==> src/rtl/bcd_counter_9675_pkg.sv <==
// Shared definitions for the decimal event counter.
//   BCD_W / bcd_digit_t : one packed BCD digit
//   NUM_DIGITS          : digits in the displayed count
//   DEF_MAX_*           : default terminal count 9675
//   bcd_inc             : single-digit BCD increment with carry out
package counter_pkg;

  localparam int unsigned BCD_W      = 4;
  localparam int unsigned NUM_DIGITS = 4;

  typedef logic [BCD_W-1:0] bcd_digit_t;

  localparam int unsigned DEF_MAX_THOU = 9;
  localparam int unsigned DEF_MAX_HUND = 6;
  localparam int unsigned DEF_MAX_TENS = 7;
  localparam int unsigned DEF_MAX_ONES = 5;

  typedef struct packed {
    logic       carry;
    bcd_digit_t digit;
  } bcd_inc_t;

  // 9 (or any out-of-range code) rolls to 0 with a carry so a digit can never
  // leave the 0..9 range.
  function automatic bcd_inc_t bcd_inc(input bcd_digit_t d);
    bcd_inc_t r;
    if (d >= bcd_digit_t'(9)) begin
      r.carry = 1'b1;
      r.digit = '0;
    end else begin
      r.carry = 1'b0;
      r.digit = d + bcd_digit_t'(1);
    end
    return r;
  endfunction

endpackage

==> src/rtl/sync_rise_detect.sv <==
// Synchronises an asynchronous level into the fast_clock domain and flags its
// rising edges.
//   fast_clock : sampling clock
//   rst        : asynchronous active-high reset; all flops reset to 1
//   async_in   : asynchronous input level
//   rise       : high for one cycle after a synchronised 0->1 transition
//                (combinational from the internal flops)
module sync_rise_detect
  import counter_pkg::*;
#(
  parameter int unsigned SYNC_STAGES = 2
) (
  input  logic fast_clock,
  input  logic rst,
  input  logic async_in,
  output logic rise
);

  if (SYNC_STAGES < 2) begin : g_bad_stages
    $error("sync_rise_detect: SYNC_STAGES must be at least 2");
  end

  logic [SYNC_STAGES-1:0] sync_q;
  logic                   history_q;

  // Resetting to 1 means a level that is already high when reset releases is
  // treated as old history rather than a fresh edge.
  always_ff @(posedge fast_clock or posedge rst) begin
    if (rst) begin
      sync_q    <= '1;
      history_q <= 1'b1;
    end else begin
      sync_q    <= {sync_q[SYNC_STAGES-2:0], async_in};
      history_q <= sync_q[SYNC_STAGES-1];
    end
  end

  assign rise = sync_q[SYNC_STAGES-1] & ~history_q;

endmodule

==> src/rtl/bcd_counter_9675.sv <==
// Decimal event counter driven by the divided slow_clock.
// Counts 0000..terminal in packed BCD and wraps to 0000.
//   fast_clock : system clock, all state on its rising edge
//   rst        : asynchronous active-high reset
//   slow_clock : divided clock, sampled as asynchronous data
//   count_en   : allow ticks to advance the count
//   clear      : synchronous clear to 0000 (beats increment)
//   bcd_count  : [15:12] thousands, [11:8] hundreds, [7:4] tens, [3:0] ones
//   tick       : one-cycle pulse per slow_clock rising edge
//   wrap       : one-cycle pulse when the count goes terminal -> 0000
module bcd_counter_9675
  import counter_pkg::*;
#(
  parameter int unsigned SYNC_STAGES = 2,
  parameter int unsigned MAX_THOU    = DEF_MAX_THOU,
  parameter int unsigned MAX_HUND    = DEF_MAX_HUND,
  parameter int unsigned MAX_TENS    = DEF_MAX_TENS,
  parameter int unsigned MAX_ONES    = DEF_MAX_ONES
) (
  input  logic        fast_clock,
  input  logic        rst,
  input  logic        slow_clock,
  input  logic        count_en,
  input  logic        clear,
  output logic [15:0] bcd_count,
  output logic        tick,
  output logic        wrap
);

  if (MAX_THOU > 9 || MAX_HUND > 9 || MAX_TENS > 9 || MAX_ONES > 9) begin : g_bad_max
    $error("bcd_counter_9675: each MAX_* digit must be in 0..9");
  end
  if (SYNC_STAGES < 2) begin : g_bad_sync
    $error("bcd_counter_9675: SYNC_STAGES must be at least 2");
  end

  localparam bcd_digit_t TERM_THOU = bcd_digit_t'(MAX_THOU);
  localparam bcd_digit_t TERM_HUND = bcd_digit_t'(MAX_HUND);
  localparam bcd_digit_t TERM_TENS = bcd_digit_t'(MAX_TENS);
  localparam bcd_digit_t TERM_ONES = bcd_digit_t'(MAX_ONES);
  localparam logic [NUM_DIGITS-1:0][BCD_W-1:0] TERMINAL =
    {TERM_THOU, TERM_HUND, TERM_TENS, TERM_ONES};

  logic                              rise;
  logic [NUM_DIGITS-1:0][BCD_W-1:0] count_q;
  logic [NUM_DIGITS-1:0][BCD_W-1:0] count_inc;

  sync_rise_detect #(
    .SYNC_STAGES(SYNC_STAGES)
  ) u_sync (
    .fast_clock(fast_clock),
    .rst       (rst),
    .async_in  (slow_clock),
    .rise      (rise)
  );

  // Ripple increment: each digit steps only when every lower digit rolled over.
  always_comb begin
    logic     carry;
    bcd_inc_t step;
    count_inc = count_q;
    carry     = 1'b1;
    step      = '0;
    for (int unsigned i = 0; i < NUM_DIGITS; i++) begin
      if (carry) begin
        step         = bcd_inc(count_q[i]);
        count_inc[i] = step.digit;
        carry        = step.carry;
      end
    end
  end

  always_ff @(posedge fast_clock or posedge rst) begin
    if (rst) begin
      count_q <= '0;
      tick    <= 1'b0;
      wrap    <= 1'b0;
    end else begin
      tick <= rise;
      wrap <= 1'b0;
      if (clear) begin
        count_q <= '0;
      end else if (rise && count_en) begin
        if (count_q == TERMINAL) begin
          count_q <= '0;
          wrap    <= 1'b1;
        end else begin
          count_q <= count_inc;
        end
      end
    end
  end

  assign bcd_count = count_q;

endmodule
==> config.mk <==
export PLATFORM = sky130hd
export DESIGN_NAME = bcd_counter_9675
export DESIGN_NICKNAME = d
export VERILOG_FILES = /design/src/rtl/bcd_counter_9675_pkg.sv /design/src/rtl/sync_rise_detect.sv /design/src/rtl/bcd_counter_9675.sv
export SDC_FILE = /design/constraint.sdc
export NUM_CORES = 1
export LEC_CHECK = 0
export CAP_MARGIN = 20
export CORE_MARGIN = 2
export CORE_UTILIZATION = 49
export CTS_BUF_LIST = sky130_fd_sc_hd__clkbuf_2
export DETAILED_ROUTE_END_ITERATION = 10
export GPL_ROUTABILITY_DRIVEN = 1
export GPL_TIMING_DRIVEN = 0
export HOLD_SLACK_MARGIN = 0.1
export PLACE_DENSITY = 0.87
export SLEW_MARGIN = 5
export SYNTH_ARGS = -nofsm -noshare
export SYNTH_HDL_FRONTEND = slang
export SYNTH_SLANG_ARGS = --single-unit
==> constraint.sdc <==
create_clock -name fast_clock -period 1.6 [get_ports fast_clock]
set_input_delay 0.16 -clock fast_clock [delete_from_list [all_inputs] [get_ports fast_clock]]
set_output_delay 0.16 -clock fast_clock [all_outputs]
set_load 0.05 [all_outputs]
==> results <==
- Dividing the detail-routed wire length by the instance count gives ~17 µm.
- At the worst endpoint, the required time is ~1.9 ns.
- Across all setup checks in the final design, the least slack found is -0.272 ns.
- The number of global-route vias before repair is 1227.
- STA classifies the critical path startpoint as a flip-flop.
- Summing every instance area after synthesis gives 0.00133 mm².
- The leakage power is between 0.0009 and 0.001 µW.
- The launch instance of the worst register-to-register path is bcd_count[0].
- The number of DRC markers in iteration 0 is 29.
- The cell count after synthesis is 135.
- The synthesized design devotes to its leading area cell type 33.8% of total area.
- Summing over every cut layer, the via total after detailed routing is 1255.
- After clock tree synthesis, the clock-pin slew on the worst setup and hold paths is between 0.2 and 0.25 ns.
- The most critical setup path has its startpoint at bcd_count[0].
- The critical path class is flip-flop to flip-flop.
- The number of placed instances, taps included, is ~190.
- The peak supply drop is a little over 0.0006 V.
- Global routing used between 20 and 25% of the available tracks across all layers.
- The final layout contains routed wiring with a total length of 3.68 mm.
- The post-route netlist has 53.8% of its cells at a drive strength greater than 1.
- The quantity of I/O buffers inserted on ports is 21.
- The final critical delay including setup and external delays is 1.87 ns.
- The end of the worst register-to-register path is bcd_count[8].
- The wire length of the first global-routing pass is ~5.7 mm.
- Dividing total power by cell area gives a power density of approximately 550 mW/mm².
- The min-delay analysis places its worst path in the category input port to flip-flop.
- The flow ran to the end, but the final reports show violations.
- Between clock sinks in the finished design, the worst skew comes to 0.00187 ns.
- The placed instances occupy a cell area of 0.00164 mm².
- In this run the horizontal extent of the chip is between 50 and 60 µm.
- The later-pin clock latency in the skew report is 0.35 ns.
- TritonCTS built the clock tree.
- The core region is roughly 0.0025 mm².
- Entering global routing, the biggest net connects 22 pins.
- The checks that failed: negative setup slack.
- In this run, distinct cell masters in the synthesized netlist total 44.
- Headroom to the max-slew limit came out at a little under half.
- The final global-route overflow total is 0.
- The level count of the clock H-tree is 1.
- The count of warnings emitted by yosys is 0.
- The area growth from synthesis to layout is 49.9%.
- At the pin with the least slew margin, the transition time is 0.815 ns.
- The total of flip-flops plus latches after synthesis is 21.
- The worst setup path is captured at a flip-flop.
- Setup repair after global routing could not meet its margin everywhere.
- After floorplanning, the core was divided into 18 placement rows.
- The total clock buffers created by CTS is 3.
- The via density per instance is between 5 and 6.
- The full die area is ~0.0032 mm².
- The sequential cell area fraction in the yosys report is 39.8%.
- The number of antenna violations at the first check in global routing is 0.
- The number of nets at the end of the flow is 201.
- Once the floorplan was initialized, standard cells occupied 52.8% of the core.
- For this run, design rule violations remaining after detail routing come to 0.
- The number of antenna diodes in the final layout is 0.
- Derived from the worst setup path, the maximum achievable clock frequency is 534 MHz.
- In the post-synthesis netlist, the biggest area contributors are dfrtp_1 34%, ha_1 12%, dfstp_2 5.9%.
- The I/O pin total is 23.
- Routability-driven placement finished with a final weighted congestion of just under 0.8.
- The post-synthesis net count is roughly 150.
- The maximum fanout along the worst path is 5.
- The final instance area is 0.00200 mm².
- The detailed placement HPWL is roughly 2.1 mm.
- The largest total area in the synthesized netlist belongs to dfrtp_1.
- The total iterations of the first detailed-routing run is 4.
- The chip height is around 56 µm.
- For the worst flop-to-flop path, the logic depth is 7.
- Setup violations remaining at the end of the flow were counted as 15.
- The most critical setup path has its endpoint at bcd_count[8].
- In this run the remaining antenna-violating nets after routing total 0.
- The arrival time of the worst setup path is 2.14 ns.
- The number of max-slew violations in the final report is 0.
- The number of hold buffers added after cts is 0.
- The count of final hold-check violations was 0.
- The top flip-flop cell by instance count after synthesis is dfrtp_1.
- The max-capacitance violation count is 0.
- The filler cell count is 150.
- The average size of a mapped cell is ~10 µm².
- Yosys mapped a number of flops with a built-in enable equal to 0.
- For this design, the sink count on the clock tree is 21.
- The final critical-path share of the clock period is 117%.
- The cell chosen for the clock root is clkbuf_2.
- The maximum buffer depth of the clock tree is 2.
- The number of non-filler instances in the completed layout is 212.
- The register-to-register setup slack is -0.27 ns.
- After synthesis, the share of flip-flops with an asynchronous set or reset is 100%.
layout by cell type, fill, tap and decap left out, types with 3 or more instances in the layout:
cell type / Yosys / routed
ha_1: 13 / 6
dfstp_2: 3 / 3
nand2_1: 11 / 8
nand3_1: 7 / 6
clkbuf_2: 0 / 10
buf_4: 0 / 20
or3b_4: 1 / 4
a21oi_2: 1 / 4
dlygate4sd2_1: 0 / 9
buf_6: 0 / 3
o21ai_1: 7 / 8
clkdlybuf4s50_1: 0 / 3
dfrtp_2: 0 / 8
o21ai_0: 8 / 5
inv_2: 0 / 6
nor2_1: 4 / 3
a21o_1: 7 / 6
inv_1: 12 / 5
ha_4: 0 / 6
dfrtp_1: 18 / 10
flip-flops by register name, summed over array words and instances, names as in the netlist:
signal	count
bcd_count	16
tick	1
u_sync.history_q	1
u_sync.sync_q	2
wrap	1
how the worst min path moves through the flow:
stage	start	to	slack [ns]	cells after the start
3_3_place_gp	u_sync.sync_q[0]	u_sync.sync_q[1]	0.35	0
4_1_cts	clear	wrap	0.11	2
6_report	clear	wrap	0.15	2
5_1_grt	clear	wrap	0.12	2
2_1_floorplan	rst	bcd_count[10]	0.13	1
3_5_place_dp	u_sync.sync_q[0]	u_sync.sync_q[1]	0.35	0
cell families after synthesis:
group	after synthesis	share of synthesized area (%)
adder cells (fa/ha/maj)	13	12.2
buffers and inverters	14	4.04
flip-flops	21	39.8
multiplexers	1	1.13
AND/OR/NAND/NOR	48	23.7
AO/OA/AOI/OAI	38	19.2
per-stage QoR:
stage / hold WS, ns / utilization, % / total power, µW / setup TNS [ns] / setup WS, ns
2_1_floorplan: 0.134 / - / 732 / -2.53 / -0.275
3_3_place_gp: 0.346 / 65.1 / 789 / -2.88 / -0.299
3_5_place_dp: 0.352 / 65.1 / 796 / -3.25 / -0.329
4_1_cts: 0.107 / 73.3 / 1050 / -1.70 / -0.184
5_1_grt: 0.121 / 79.1 / 1150 / -3.54 / -0.307
6_report: 0.149 / 79.1 / 1100 / -2.51 / -0.272
critical path, cell delays in order (launching register included):
cell	delay [ns]
dfrtp_2	0.50
inv_2	0.11
ha_4	0.13
or3b_4	0.40
nand4_4	0.16
nand3b_4	0.16
a21oi_2	0.05
mux2_4	0.27
layer usage:
| layer | part of all wire, % | wire (µm) | up-vias | GRT usage, % |
|---|---|---|---|---|
| li1 | - | - | 576 | - |
| met1 | 40 | 1480 | 625 | 28.9 |
| met2 | 52 | 1920 | 43 | 36.8 |
| met3 | 4.2 | 156 | 11 | 3.02 |
| met4 | 3.7 | 135 | 0 | 10.9 |
| met5 | 0 | 0 | - | 0 |
synthesized netlist by cell type, drive strengths merged (2+ instances only):
master  number
a211oi       2
a21o         7
a21oi        5
and4b        2
dfrtp       18
dfstp        3
ha          13
inv         12
nand2       12
nand3        7
nand3b       3
nand4        2
nor2         4
nor2b        2
nor3         2
nor4b        2
o21a         2
o21ai       16
or3b         4
layout make-up:
| type | instances | area (µm²) | area share (%) |
|---|---|---|---|
| Clock inverter | 1 | 7.51 | 0.376 |
| Clock buffer | 3 | 15.0 | 0.752 |
| Timing Repair Buffer | 44 | 350 | 17.6 |
| Multi-Input combinational cell | 100 | 993 | 49.8 |
| Sequential cell | 21 | 539 | 27.0 |
| Buffer | 1 | 5.00 | 0.251 |
| Tap cell | 30 | 37.5 | 1.88 |
| Inverter | 12 | 47.5 | 2.38 |
repair_timing:
item | 4_1_cts | 5_1_grt
endpoints found under the setup margin | 34 | 22
setup buffers | 14 | 9
resized for setup | 43 | 35
pin swaps | 14 | 18
power breakdown:
group          internal [µW]  total (µW)  switching, µW
registers                554         578           23.9
logic                    111         282            171
clock network           58.1         239            180
total                    723        1100            375
Note: power is estimated with default switching activity, not from simulation.
